$ cat config.mk
export PLATFORM = sky130hd
export DESIGN_NAME = spatz_vcfg_ctrl
export DESIGN_NICKNAME = d
export VERILOG_FILES = /design/src/rtl/spatz_vcfg_ctrl.sv
export SDC_FILE = /design/constraint.sdc
export NUM_CORES = 1
export LEC_CHECK = 0
export CAP_MARGIN = 5
export CORE_MARGIN = 2
export CORE_UTILIZATION = 49
export CTS_CLUSTER_SIZE = 16
export DETAILED_ROUTE_END_ITERATION = 8
export GPL_TIMING_DRIVEN = 0
export HOLD_SLACK_MARGIN = 0.03
export PLACE_DENSITY_LB_ADDON = 0.1
export SYNTH_ARGS = -nofsm -noshare
export SYNTH_HDL_FRONTEND = slang
export SYNTH_SLANG_ARGS = --single-unit
$ cat constraint.sdc
create_clock -name clk_i -period 4.95 [get_ports clk_i]
set_input_delay 0.99 -clock clk_i [delete_from_list [all_inputs] [get_ports clk_i]]
set_output_delay 0.99 -clock clk_i [all_outputs]
set_load 0.01 [all_outputs]
$ cat src/rtl/spatz_vcfg_ctrl.sv
// spatz_vcfg_ctrl: executes vset* and vector CSR accesses, holding vl/vtype/vstart
// and deferring every configuration change until the vector datapath has drained.
module spatz_vcfg_ctrl #(
    parameter int VLEN = 512,
    parameter int ELEN = 32,
    parameter int VL_W = $clog2(VLEN) + 1
) (
    input  logic            clk_i,
    input  logic            rst_ni,
    input  logic            req_valid_i,
    output logic            req_ready_o,
    input  logic [1:0]      req_op_i,
    input  logic [31:0]     req_instr_i,
    input  logic [31:0]     req_rs1_i,
    input  logic [31:0]     req_rs2_i,
    input  logic [11:0]     req_csr_i,
    input  logic            vec_idle_i,
    output logic            rsp_valid_o,
    input  logic            rsp_ready_i,
    output logic [31:0]     rsp_data_o,
    output logic            rsp_err_o,
    output logic [8:0]      vtype_o,
    output logic [VL_W-1:0] vl_o,
    output logic [VL_W-1:0] vstart_o
);
    typedef enum logic [1:0] {IDLE, EXEC, RESP} state_e;
    localparam logic [1:0] OP_VSET = 2'd0, OP_RD = 2'd1, OP_WR = 2'd2;
    localparam logic [11:0] CSR_VSTART = 12'h008, CSR_VL = 12'hC20, CSR_VTYPE = 12'hC21, CSR_VLENB = 12'hC22;
    localparam logic [31:0] VLEN_U = 32'(VLEN), ELEN_U = 32'(ELEN), VLENB = 32'(VLEN / 8);
    state_e state, state_d;
    logic [1:0] op;
    logic [31:0] instr, rs1, rs2;
    logic [11:0] csr;
    logic [8:0] vtype_d;
    logic [VL_W-1:0] vl_d, vstart_d, new_vl;
    logic [31:0] data_d, vt, sew, frac_cap, vlmax, avl, csr_rdata;
    logic [2:0] vsew, vlmul, frac_sh;
    logic err_d, is_vli, is_vili, is_vl, bad_vset, bad_csr, err, drain, vill;
    assign is_vli   = !instr[31];
    assign is_vili  = instr[31:30] == 2'b11;
    assign is_vl    = instr[31:25] == 7'b1000000;
    assign bad_vset = instr[6:0] != 7'b1010111 || instr[14:12] != 3'b111 || !(is_vli || is_vili || is_vl);
    assign vt       = is_vl ? rs2 : is_vili ? {22'd0, instr[29:20]} : {21'd0, instr[30:20]};
    assign vsew     = vt[5:3];
    assign vlmul    = vt[2:0];
    // fractional LMUL 1/8,1/4,1/2 encodes as 5,6,7, so the divide shift is -vlmul mod 8
    assign frac_sh  = 3'd0 - vlmul;
    assign sew      = 32'd8 << vsew[1:0];
    assign frac_cap = ELEN_U >> frac_sh;
    assign vill     = |vt[31:8] || vsew[2] || sew > ELEN_U || vlmul == 3'b100 || (vlmul[2] && sew > frac_cap);
    assign vlmax    = vlmul[2] ? (VLEN_U >> (vsew[1:0] + 3'd3)) >> frac_sh
                               : (VLEN_U >> (vsew[1:0] + 3'd3)) << vlmul[1:0];
    assign avl      = is_vili ? {27'd0, instr[19:15]} : instr[19:15] != 5'd0 ? rs1
                    : instr[11:7] != 5'd0 ? '1 : 32'(vl_o);
    assign new_vl   = avl < vlmax ? avl[VL_W-1:0] : vlmax[VL_W-1:0];
    assign csr_rdata = csr == CSR_VL ? 32'(vl_o) : csr == CSR_VTYPE ? {vtype_o[8], 23'd0, vtype_o[7:0]}
                     : csr == CSR_VLENB ? VLENB : 32'(vstart_o);
    assign bad_csr  = op == OP_WR ? csr != CSR_VSTART
                    : !(csr == CSR_VSTART || csr == CSR_VL || csr == CSR_VTYPE || csr == CSR_VLENB);
    assign err      = op == 2'd3 || (op == OP_VSET ? bad_vset : bad_csr);
    assign drain    = !err && op != OP_RD;
    assign req_ready_o = state == IDLE;
    assign rsp_valid_o = state == RESP;
    always_comb begin
        state_d  = state;
        vtype_d  = vtype_o;
        vl_d     = vl_o;
        vstart_d = vstart_o;
        data_d   = rsp_data_o;
        err_d    = rsp_err_o;
        case (state)
            IDLE: state_d = req_valid_i ? EXEC : IDLE;
            EXEC: if (!drain || vec_idle_i) begin
                state_d = RESP;
                err_d   = err;
                data_d  = err ? '0 : op == OP_VSET ? (vill ? '0 : 32'(new_vl))
                        : op == OP_RD ? csr_rdata : 32'(vstart_o);
                if (drain && op == OP_VSET) begin
                    vtype_d  = vill ? 9'h100 : {1'b0, vt[7:0]};
                    vl_d     = vill ? '0 : new_vl;
                    vstart_d = '0;
                end
                if (drain && op == OP_WR) vstart_d = rs1[VL_W-1:0];
            end
            RESP: state_d = rsp_ready_i ? IDLE : RESP;
            default: state_d = IDLE;
        endcase
    end
    always_ff @(posedge clk_i) begin
        if (!rst_ni) begin
            state      <= IDLE;
            vtype_o    <= 9'h100;
            vl_o       <= '0;
            vstart_o   <= '0;
            rsp_data_o <= '0;
            rsp_err_o  <= 1'b0;
        end else begin
            state      <= state_d;
            vtype_o    <= vtype_d;
            vl_o       <= vl_d;
            vstart_o   <= vstart_d;
            rsp_data_o <= data_d;
            rsp_err_o  <= err_d;
        end
    end
    always_ff @(posedge clk_i) begin
        if (state == IDLE && req_valid_i) begin
            op    <= req_op_i;
            instr <= req_instr_i;
            rs1   <= req_rs1_i;
            rs2   <= req_rs2_i;
            csr   <= req_csr_i;
        end
    end
endmodule
==> results by group <==
Run status
  • Status: complete, no violations

Die
  • # rows: 44
  • # IOs: 179
  • Starting Density: 49.44%
  • Core area: 14,370 µm²
  • Die height: 124.4 µm
  • Die Area: 15,480 µm²
  • Die X: 124.4 µm

Critical path
  • Reg2Reg Setup Slack: 0.19 ns
  • Buf/Inv on CP: 3
  • Critical Path Slowest Stage Cell: edfxtp_1
  • WP data required: 5.28 ns
  • Most frequent CP cell: buf_4
  • CP max FO: 10
  • Worst Setup Start Kind: flip-flop
  • Crit-path cells: nor4b_4 > nand2_2 > buf_4 > or3_1 > o31ai_2 > ha_1 > buf_4 > or3_1 > a211o_1 > ha_1 > a21o_1 > a21oi_1 > o22ai_1 > o21bai_1 > o211a_1 > buf_4 > nand2_2 > a21o_1 > o41ai_2
  • CP Class: flip-flop to flip-flop
  • Crit path largest cell delay: 0.43 ns
  • Critical Path Sink Type: flip-flop
  • Cell family with most CP delay: compound AO/OA/AOI/OAI gates
  • Arrival time of the worst setup path: 5.09 ns

Placement
  • Final HPWL from detailed placement: 14.17 mm
  • Placed insts: 969
  • Pre-CTS setup slack: -0.2256 ns
  • Post-DP Area: 9011 µm²
  • RD Place Congestion: 0.9081
  • Port Buf Inserts: 157

Final layout
  • Finished Layout Cells: 1,011
  • Synthesis-to-layout area growth: 36.12%
  • Combined area of the multi-input logic cells: 2719 µm²
  • Register area: 4164 µm²
  • Final core occ: 67.30%
  • Design Area, Final: 9671 µm²
  • Layout cell share with drive strength beyond 1: 12.70%
  • # nets final: 944
  • Fill cell count: 1,061
  • Ant diodes: 0

Power
  • Pleak: 0.003508 µW
  • Internal: 2345 µW
  • Combinational share of power: 12.4%
  • Switching power: 778.9 µW
  • Pwr dens: 323.0 nW/µm²
  • Total power draw: 3124 µW
  • Sequential share of power: 47.6%
  • Clock share of power: 40.0%
  • Switch share: 24.93%
  • Worst vdd ir: 219.3 µV

Clock tree
  • CTS tree: done
  • CTS max path bufs: 2
  • H-tree Lvls: 4
  • Clk Latency, worst-skew pair: 0.43 ns
  • CTS Buf Count: 17
  • Register clock-pin slew on the reported worst setup and hold paths: 0.06 ns
  • CTS root buf: clkbuf_16
  • Clock sinks: 153

Yosys
  • Cell Area, Synth: 7104 µm²
  • Gate Count Post-Synth: 607
  • Sequential area share after synthesis: 58.61%
  • EDFF count, synth: 110
  • Synth cell types: 82
  • Async S/R FF share, synth: 0%
  • Avg Synthesized Cell Area: 11.70 µm²
  • #FFs+latches synth: 153
  • Yosys warns: 0
  • Main synth FF type: edfxtp_1

Global route
  • Gr ovfl total: 0
  • GRT Overall Usage: 24.79%
  • Initial antenna violation count: 0
  • Vias in the first global route: 5,550
  • Largest net degree at the start of global routing: 79
  • First-pass GRT wire length: 29.90 mm

Detailed routing
  • Post-route ant nets: 0
  • Via Count: 5,728
  • Routed WL: 18.85 mm
  • First-pass DRT Iterations: 6
  • WL per Instance: 18.65 µm
  • DRC: 0
  • Initial DRC Count: 523
  • Routed vias/inst: 5.666

STA
  • Max Fclk: 210.2 MHz
  • Skew final: 0.01216 ns
  • Fin. max-slew vios: 0
  • Setup Viol. Count Final: 0
  • Least-Margin Pin Slew: 1.016 ns
  • Final min period: 4.758 ns
  • Slew headroom: 31.72%
  • Final hold violations: 0
  • Tcrit/Tclk final: 96.12%
  • Final worst setup slack: 0.1922 ns

Job
  • Max cap viols: 0

Worst hold path
  • Worst hold path type: flip-flop to flip-flop
flip-flops by register name, summed over array words and instances (netlist names):
register    count
instr          32
rs1            32
rs2            32
csr            12
rsp_data_o     11
vl_o           10
vstart_o       10
vtype_o         9
op              2
state           2
rsp_err_o       1
kinds of logic after synthesis:
kind of cell,synth area share [%]
AO/OA/AOI/OAI,15.67
XOR/XNOR,0.6165
adder cells (fa/ha/maj),2.642
buffers and inverters,4.421
flip-flops,58.61
multiplexers,3.240
other,0.05278
AND/OR/NAND/NOR,14.74
final timing paths:
kind | from | to | cells after the start
worst min-delay path | rsp_data_o[2] | rsp_data_o[2] | 2
worst max register to register | instr[26] | vl_o[0] | 19
worst max-delay path | instr[26] | vl_o[0] | 19
worst min register to register | rsp_data_o[2] | rsp_data_o[2] | 2
placed cells by master, fill, tap and decap left out, types with 4 or more instances in the layout:
cell type          n
a21o_1             6
a21oi_1           40
a22o_1             9
a22oi_1            6
a31oi_1            6
and2_1             7
buf_2              5
buf_4             35
clkbuf_1          12
clkbuf_16         17
clkdlybuf4s50_1  157
clkinvlp_4         4
conb_1            21
dfxtp_1           43
edfxtp_1         110
ha_1              15
inv_1             13
inv_6              5
mux2_2             4
mux2i_1           14
nand2_1           47
nand2b_1          11
nand3_1           16
nand4_1            7
nor2_1            38
nor2b_1            6
nor3_1            25
nor4_1            12
o21a_1            10
o21ai_0           21
o21ai_1            5
o221ai_1           5
o22ai_1            6
power by group through the flow:
stage / Combinational, µW / Clock (µW) / Sequential, µW
detailed placement: 372 / 0 / 1510
finish: 388 / 1250 / 1490
CTS: 375 / 1260 / 1490
global placement: 358 / 0 / 1520
floorplan: 209 / 0 / 1510
global route: 422 / 1330 / 1490
metrics by stage:
stage	hold slack [ns]	TNS, ns
floorplan	0.4696	0
global placement	0.4418	-36.92
global route	0.4917	-0.001314
finish	0.4619	0
detailed placement	0.4498	-2.672
CTS	0.4643	0
area by class of cell:
type,instances,area share (%)
Sequential cell,153,43.06
Multi-Input combinational cell,416,28.11
Timing Repair Buffer,168,17.31
Clock buffer,17,4.399
Buffer,44,2.743
Tap cell,184,2.381
Clock inverter,15,1.449
Inverter,14,0.5434
Yosys cell counts (all sizes together), types with 8 or more instances:
cell type	n	area, µm²
o21a	11	90.08
a22o	9	78.83
nor3	26	130.1
buf	31	212.7
dfxtp	43	860.8
nand2	49	188.9
and2	8	50.05
nand3	16	80.08
o21ai	29	156.4
nor4	12	75.07
nor2	40	155.1
inv	14	52.55
nand2b	11	68.82
ha	15	187.7
a21oi	40	200.2
clkbuf	13	48.80
edfxtp	110	3303
mux2i	15	162.7
what timing repair did:
action	4_1_cts	5_1_grt
resized for setup	1	6
setup endpoints to repair	20	20
hold buffers	0	0
setup buffers	1	9
pin swaps	1	4
metal layers:
metal  vias up  wire (µm)  track usage [%]  part of all wire [%]
met1      2710       8103            33.16                    43
met2       289       8521            38.70                    45
met5         -          0                0                     0
met4         0        414            8.460                   2.2
li1       2693          -                -                     -
met3        36       1814            7.431                   9.6
tightest hold or removal path: stages (launching register included):
cell and delay [ns]:
dfxtp_1 0.31, nand2_1 0.05, o21ai_1 0.05
No activity file was read; power rests on OpenSTA's default activity.
